==> config.mk <==
export PLATFORM = sky130hd
export DESIGN_NAME = axil_ni_bridge
export DESIGN_NICKNAME = d
export VERILOG_FILES = /design/src/rtl/axil_ni_bridge.sv
export SDC_FILE = /design/constraint.sdc
export NUM_CORES = 1
export LEC_CHECK = 0
export CAP_MARGIN = 10
export CORE_MARGIN = 2
export CORE_UTILIZATION = 60
export DETAILED_ROUTE_END_ITERATION = 10
export DONT_BUFFER_PORTS = 1
export HOLD_SLACK_MARGIN = 0.03
export PLACE_DENSITY = 0.79
export SYNTH_ARGS = -nofsm -noshare
export SYNTH_HDL_FRONTEND = slang
export SYNTH_SLANG_ARGS = --single-unit
==> constraint.sdc <==
create_clock -name clk -period 2.66 [get_ports clk]
set_input_delay 0.266 -clock clk [delete_from_list [all_inputs] [get_ports clk]]
set_output_delay 0.266 -clock clk [all_outputs]
set_load 0.01 [all_outputs]
==> src/rtl/axil_ni_bridge.sv <==
// rtl/axil_ni_bridge.sv - AXI4-Lite slave to NI master bridge, one transaction in flight
module axil_ni_bridge #(
  parameter int DATA_WIDTH     = 32,
  parameter int ADDR_WIDTH     = 16,
  parameter int TIMEOUT_CYCLES = 256
) (
  input  logic                      clk,
  input  logic                      rstn,
  input  logic [ADDR_WIDTH-1:0]     s_awaddr,
  input  logic                      s_awvalid,
  output logic                      s_awready,
  input  logic [DATA_WIDTH-1:0]     s_wdata,
  input  logic [DATA_WIDTH/8-1:0]   s_wstrb,
  input  logic                      s_wvalid,
  output logic                      s_wready,
  output logic [1:0]                s_bresp,
  output logic                      s_bvalid,
  input  logic                      s_bready,
  input  logic [ADDR_WIDTH-1:0]     s_araddr,
  input  logic                      s_arvalid,
  output logic                      s_arready,
  output logic [DATA_WIDTH-1:0]     s_rdata,
  output logic [1:0]                s_rresp,
  output logic                      s_rvalid,
  input  logic                      s_rready,
  output logic                      ni_wen,
  output logic [ADDR_WIDTH-1:0]     ni_waddr,
  output logic [DATA_WIDTH-1:0]     ni_wdata,
  input  logic                      ni_wack,
  output logic                      ni_ren,
  output logic [ADDR_WIDTH-1:0]     ni_raddr,
  input  logic [DATA_WIDTH-1:0]     ni_rdata,
  input  logic                      ni_rvalid
);
  localparam int CNT_W  = (TIMEOUT_CYCLES > 0) ? $clog2(TIMEOUT_CYCLES + 1) : 1;
  localparam int STRB_W = DATA_WIDTH / 8;

  typedef enum logic [2:0] {IDLE, WR_REQ, WR_WAIT, WR_RESP, RD_REQ, RD_WAIT, RD_RESP} state_t;

  state_t                  state_q, state_d;
  logic                    aw_held_q, aw_held_d, w_held_q, w_held_d;
  logic                    fav_wr_q, fav_wr_d;
  logic [ADDR_WIDTH-1:0]   awaddr_q, awaddr_d, ni_waddr_q, ni_waddr_d, ni_raddr_q, ni_raddr_d;
  logic [DATA_WIDTH-1:0]   wdata_q, wdata_d, ni_wdata_q, ni_wdata_d, rdata_q, rdata_d;
  logic [STRB_W-1:0]       wstrb_q, wstrb_d;
  logic [1:0]              bresp_q, bresp_d, rresp_q, rresp_d;
  logic [CNT_W-1:0]        cnt_q, cnt_d;
  logic                    wr_ready, rd_ready, wr_grant, rd_grant, aw_hs, w_hs, timeout_hit;

  // Contention goes to whichever side was not granted last.
  always_comb begin
    wr_ready    = aw_held_q && w_held_q;
    rd_ready    = s_arvalid;
    wr_grant    = (state_q == IDLE) && wr_ready && (!rd_ready || fav_wr_q);
    rd_grant    = (state_q == IDLE) && rd_ready && !wr_grant;
    aw_hs       = s_awvalid && s_awready;
    w_hs        = s_wvalid && s_wready;
    timeout_hit = (TIMEOUT_CYCLES != 0) && (cnt_q == CNT_W'(TIMEOUT_CYCLES - 1));
  end

  always_ff @(posedge clk or negedge rstn) begin
    if (!rstn) begin
      state_q    <= IDLE;
      aw_held_q  <= 1'b0;
      w_held_q   <= 1'b0;
      fav_wr_q   <= 1'b1;
      awaddr_q   <= '0;
      wdata_q    <= '0;
      wstrb_q    <= '0;
      ni_waddr_q <= '0;
      ni_wdata_q <= '0;
      ni_raddr_q <= '0;
      rdata_q    <= '0;
      bresp_q    <= 2'b00;
      rresp_q    <= 2'b00;
      cnt_q      <= '0;
    end else begin
      state_q    <= state_d;
      aw_held_q  <= aw_held_d;
      w_held_q   <= w_held_d;
      fav_wr_q   <= fav_wr_d;
      awaddr_q   <= awaddr_d;
      wdata_q    <= wdata_d;
      wstrb_q    <= wstrb_d;
      ni_waddr_q <= ni_waddr_d;
      ni_wdata_q <= ni_wdata_d;
      ni_raddr_q <= ni_raddr_d;
      rdata_q    <= rdata_d;
      bresp_q    <= bresp_d;
      rresp_q    <= rresp_d;
      cnt_q      <= cnt_d;
    end
  end

  always_comb begin
    state_d = state_q;
    case (state_q)
      IDLE: begin
        if (wr_grant)      state_d = (&wstrb_q) ? WR_REQ : WR_RESP;
        else if (rd_grant) state_d = RD_REQ;
      end
      WR_REQ:  state_d = WR_WAIT;
      WR_WAIT: if (ni_wack || timeout_hit) state_d = WR_RESP;
      WR_RESP: if (s_bready) state_d = IDLE;
      RD_REQ:  state_d = RD_WAIT;
      RD_WAIT: if (ni_rvalid || timeout_hit) state_d = RD_RESP;
      RD_RESP: if (s_rready) state_d = IDLE;
      default: state_d = IDLE;
    endcase
  end

  always_comb begin
    aw_held_d  = aw_held_q;
    w_held_d   = w_held_q;
    fav_wr_d   = fav_wr_q;
    awaddr_d   = awaddr_q;
    wdata_d    = wdata_q;
    wstrb_d    = wstrb_q;
    ni_waddr_d = ni_waddr_q;
    ni_wdata_d = ni_wdata_q;
    ni_raddr_d = ni_raddr_q;
    rdata_d    = rdata_q;
    bresp_d    = bresp_q;
    rresp_d    = rresp_q;
    cnt_d      = cnt_q;
    if (aw_hs) begin
      aw_held_d = 1'b1;
      awaddr_d  = s_awaddr;
    end
    if (w_hs) begin
      w_held_d = 1'b1;
      wdata_d  = s_wdata;
      wstrb_d  = s_wstrb;
    end
    if (wr_grant) begin
      fav_wr_d = 1'b0;
      bresp_d  = (&wstrb_q) ? 2'b00 : 2'b10;
      if (&wstrb_q) begin
        ni_waddr_d = awaddr_q;
        ni_wdata_d = wdata_q;
      end
    end
    if (rd_grant) begin
      fav_wr_d   = 1'b1;
      ni_raddr_d = s_araddr;
    end
    if (state_q == WR_REQ || state_q == RD_REQ) cnt_d = '0;
    if (state_q == WR_WAIT || state_q == RD_WAIT) cnt_d = cnt_q + CNT_W'(1);
    // A real ack in the expiry cycle takes priority over the timeout.
    if (state_q == WR_WAIT) begin
      if (ni_wack)          bresp_d = 2'b00;
      else if (timeout_hit) bresp_d = 2'b10;
    end
    if (state_q == RD_WAIT) begin
      if (ni_rvalid) begin
        rdata_d = ni_rdata;
        rresp_d = 2'b00;
      end else if (timeout_hit) begin
        rdata_d = '0;
        rresp_d = 2'b10;
      end
    end
    if (state_q == WR_RESP && s_bready) begin
      aw_held_d = 1'b0;
      w_held_d  = 1'b0;
    end
  end

  // Readies are gated by rstn so they are low for the whole reset window.
  always_comb begin
    s_awready = rstn && (state_q == IDLE) && !aw_held_q;
    s_wready  = rstn && (state_q == IDLE) && !w_held_q;
    s_arready = rstn && rd_grant;
    s_bvalid  = (state_q == WR_RESP);
    s_rvalid  = (state_q == RD_RESP);
    ni_wen    = (state_q == WR_REQ);
    ni_ren    = (state_q == RD_REQ);
    s_bresp   = bresp_q;
    s_rresp   = rresp_q;
    s_rdata   = rdata_q;
    ni_waddr  = ni_waddr_q;
    ni_wdata  = ni_wdata_q;
    ni_raddr  = ni_raddr_q;
  end
endmodule

**Word level (Yosys, flattened, before mapping)**

Index checks and enable logic that the tools add are counted.

- Register bits: 167
- Input bits: 109
- Output and inout port bits: 107
- Logic and storage cells: 83

- Add/subtract/negate cells: 1
- Eq/ne operators: 12
- Multiplexer cells: 25
- Reduce and logical (&&, ||, !) cells: 31

Operators with widths:

| cell | number |
|---|---|
| $mux W32 | 2 |
| $pmux W3 S7 | 1 |
| $mux W3 | 6 |
| $mux W9 | 2 |
| $mux W2 | 8 |
| $logic_and A1 B1 Y1 | 12 |
| $reduce_and A5 Y1 | 2 |
| $reduce_bool A2 Y1 | 5 |
| $add A9 B1 Y9 const B | 1 |
| $eq A3 B3 Y1 const B | 3 |
| $eq A9 B8 Y1 const B | 1 |
| $eq A3 B2 Y1 const B | 2 |
| $mux W1 | 6 |
| $logic_or A1 B1 Y1 | 5 |
| $logic_not A1 Y1 | 4 |
| $ne A2 B1 Y1 const B | 2 |
| $ne A2 B2 Y1 const B | 2 |
| $reduce_and A4 Y1 | 1 |
| $eq A3 B1 Y1 const B | 1 |
| $logic_not A3 Y1 | 1 |
| $ne A3 B3 Y1 const B | 1 |
| $reduce_and A2 Y1 | 1 |

**Depth between registers and ports, before layout**

- Depth after elaboration: 8
- Mapped depth: 9
- Mapped depth without buffers: 9

**Worst setup path before layout**

Ideal clock, no wire load.

- Path type: register -> register
- Start point: reg cnt_q[0]
- End point: reg rdata_q[10] (netlist: s_rdata[10])
- Setup time: 0.121 ns
- Arrival: 1.978 ns
- Data required time: 2.539 ns
- Slack: 0.561 ns
- Cell stages (with the launch flop): 9
- Path buffers: 1
- Clock period less this slack: 2.099 ns
- Path through: dfrtp_1 > ha_1 > nand3_1 > or3_1 > nor2_1 > ha_1 > o21ai_1 > clkbuf_1 > a22o_1

- Longest elaborated chain between the ends: 3

RTL lines:

| what | line | text |
|---|---|---|
| start: declaration | 47 | `logic [CNT_W-1:0] cnt_q, cnt_d;` |
| start signal: assignment | 91 | `cnt_q <= cnt_d;` |
| $eq A9 B8 Y1 | 58 | `timeout_hit = (TIMEOUT_CYCLES != 0) && (cnt_q == CNT_W'(TIMEOUT_CYCLES - 1));` |
| $reduce_bool A2 Y1 (no line) | - |  |
| $reduce_and A2 Y1 (no line) | - |  |
| end signal: assignment | 88 | `rdata_q <= rdata_d;` |
| end: declaration | 44 | `logic [DATA_WIDTH-1:0] wdata_q, wdata_d, ni_wdata_q, ni_wdata_d, rdata_q, rdata_d;` |

Every way passes these cells.
A chain may end at the register's enable or synchronous reset.

**Worst setup path after layout**

- Start point: reg state_q[1]
- End point: reg aw_held_q

- Elaborated cells between the ends (all ways): 8
- Classes of those cells: eq/ne (1); mux (1); reduce/logical (6)

RTL lines:

| what | line | text |
|---|---|---|
| start: declaration | 40 | `state_t state_q, state_d;` |
| start signal: assignment | 78 | `state_q <= state_d;` |
| $eq A3 B2 Y1 (*) | - |  |
| named net s_bvalid | 17 | `output logic s_bvalid,` |
| $logic_and A1 B1 Y1 (*) | 163 | `if (state_q == WR_RESP && s_bready) begin` |
| $mux W1 or $reduce_bool A2 Y1 (tied branches) | - |  |
| end signal: assignment | 79 | `aw_held_q <= aw_held_d;` |
| end: declaration | 41 | `logic aw_held_q, aw_held_d, w_held_q, w_held_d;` |

The timed path passes the listed nets; every way through them passes the cells marked *.

==> out/qor.txt <==
Status = complete, but fails checks
Failing checks = negative hold slack
CP Capture Type = flip-flop
Pleak = 4.09 nW
First-pass DRT Iterations = 5
Sequential Area = 4160 um2
R2R cell count = 5
Distinct cells, synth = 56
Die ar. = 12200 um2
Routed vias = 4406
Vias in the first global route = 4701
Clock buffer depth = 2
Initial Util = 0.621
Pin count of the biggest net entering global routing = 169
Die W = 111 um
Crit-path max FO = 24
Row count = 38
Synthesized area = 6820 um2
WS Path Type = reg2reg
Sink Count = 166
Async SR Flop Fraction = 1.00
YS warnings = 0
Hold buffers post-CTS = 104
Reg clk slew, reported paths = 0.06 ns
Worst reg2reg endpoint = aw_held_q
H-tree depth = 4
CP Data Arrival Time = 2.71 ns
Worst slew pin tran = 0.677 ns
Sequential area share after synthesis = 0.609
Post-route DRC = 0
Synthesized Nets = 577
Max_cap viols = 0
Post-synth EDFFs = 0
Cell Count, Final, Fillers Out = 725
Placeable Area = 11000 um2
Dominant synthesized flop cell = dfrtp_1
Flop2flop setup slack = 0.25 ns
I/O Buffers = 0
Slew HR = 0.545
Dominant cells by area after synthesis = dfrtp_1 61%, mux2_2 12%, mux2_4 8.6%
Final min period = 2.41 ns
Most instantiated cells after synthesis = 165 x dfrtp_1, 74 x mux2_2, 39 x mux2_4
Area delta synth->final = 25.8%
Remaining global-route overflow = 0
Fmax = 414 MHz
Area leader, netlist = dfrtp_1
Number of primary I/O pins = 216
Final setup violating endpoints = 0
Final #Nets = 684
Most frequent cell after synthesis = dfrtp_1
Final Skew = 0.0153 ns
Via-to-Cell Ratio = 6.08
Die Ht = 111 um
Slew Limit Fails = 0
RSZ-0062 raised after global routing = false
Global Route Usage Sum = 0.268
Final period utilization = 0.907
Syn Area/Cell = 14.6 um2
Dpl cells = 590
DP HPWL = 9.32 mm
Routed wire length = 16.1 mm
Pwr Density = 1050 nW/um2
Class of the worst hold path = in2async
Share of the synthesized area in the top cell type = 0.605
RD Place Congestion = 0.858
CP Data Required Time = 2.96 ns
ANT nets after route = 0
Wirelength per Cell = 22.2 um
Drt first-iter violations = 327
Worst Hold Margin = -0.469 ns
TritonCTS clock tree = yes
Multi-input gate area = 2480 um2
TritonCTS buffer count = 17
Fill count = 596
# diodes = 0
Worst skew pair latency = 0.43 ns
CTS root buf = clkbuf_16
Setup crit start kind = flip-flop
Initial antenna violation count = 0
Peak supply drop = 717 uV
Postcts setup bufs = 0
Final hold vios = 166
Cells after Synth = 466
Post-CTS sizing = 0
First-pass GRT wire length = 25.7 mm
Worst R2R Start = state_q[1]
Final setup TNS = 0 ns
Synthesized flop and latch total = 166
Share of cells above drive strength 1 = 0.280
layer usage:
layer,vias up,global-route usage,part of all wire
met5,-,0,0
met4,0,0.0975,0.019
met3,32,0.102,0.082
met2,212,0.466,0.53
met1,2244,0.301,0.37
li1,1918,-,-
power by group:
part	internal [mW]	switching, mW	total, mW
Combinational	1.26	0.893	2.16
Clock	1.59	0.991	2.58
Sequential	3.42	0.880	4.30
cells by family after synthesis:
logic type / after synthesis / synth area share
AO/OA/AOI/OAI: 79 / 0.0882
XOR/XNOR: 1 / 0.00128
adder cells (fa/ha/maj): 2 / 0.00367
buffers and inverters: 34 / 0.0277
flip-flops: 166 / 0.609
multiplexers: 117 / 0.214
other: 1 / 0.000550
AND/OR/NAND/NOR: 66 / 0.0554
cells in the final DEF (no fill, tap or decap), types with 2 or more instances in the layout:
master / n
a211oi_1: 4
a21oi_1: 7
a221o_1: 2
a22o_1: 32
a22oi_1: 2
a2bb2oi_1: 2
a311o_1: 2
a31oi_1: 2
and2_1: 2
and3_1: 4
buf_4: 7
bufinv_16: 4
clkbuf_16: 17
clkinv_2: 4
clkinvlp_4: 3
dfrtp_1: 165
dlygate4sd3_1: 104
ha_1: 2
inv_1: 10
mux2_1: 3
mux2_2: 74
mux2_4: 39
nand2_1: 15
nand2_4: 2
nand2b_1: 3
nand3_1: 5
nand4_1: 3
nor2_1: 13
nor2_4: 2
nor2b_1: 2
nor3_1: 4
o21ai_0: 13
or2_2: 2
or3_1: 2
through the flow:
stage                     area [um2]  total power, mW  setup WS (ns)  hold slack [ns]   util
after floorplan                 6820             5.73          0.561          -0.0296      -
after global placement          6920             6.11          0.480          -0.0250  0.630
after detailed placement        6920             6.24          0.358          -0.0254  0.630
after CTS                       8580             8.95          0.295           -0.476  0.782
after global routing            8580             9.42          0.140           -0.485  0.782
final                           8580             9.04          0.247           -0.469  0.782
sequential cells by signal (all words and copies together), names as in the netlist:
name and count:
ni_wdata 32, s_rdata 32, wdata_q 32, awaddr_q 16, ni_raddr 16, ni_waddr 16
cnt_q 9, wstrb_q 4, state_q 3, s_bresp 2, aw_held_q 1, fav_wr_q 1
s_rresp 1, w_held_q 1
final cells by class:
| type | instances | area share |
|---|---|---|
| clock buffer | 18 | 0.0512 |
| clock inverter | 13 | 0.0210 |
| inverter | 10 | 0.00437 |
| multi-input combinational | 266 | 0.289 |
| sequential | 166 | 0.484 |
| tap | 140 | 0.0204 |
| timing repair buffer | 112 | 0.130 |
worst max-delay path, cell delays in order, from the launching register on:
cell           delay, ns
dfrtp_1             0.36
buf_4               0.27
inv_1               0.28
nor3_1              0.63
a21oi_1             0.15
dlygate4sd3_1       0.59
worst max-delay path by stage:
stage	from	endpoint	slack, ns	cells after the start
3_5_place_dp	cnt_q[0]	state_q[1]	0.36	9
4_1_cts	state_q[1]	aw_held_q	0.30	5
6_report	state_q[1]	aw_held_q	0.25	5
5_1_grt	cnt_q[0]	state_q[1]	0.14	9
3_3_place_gp	cnt_q[0]	state_q[1]	0.48	9
2_1_floorplan	cnt_q[0]	s_rdata[10]	0.56	8
Note: power is estimated with default switching activity, not from simulation.
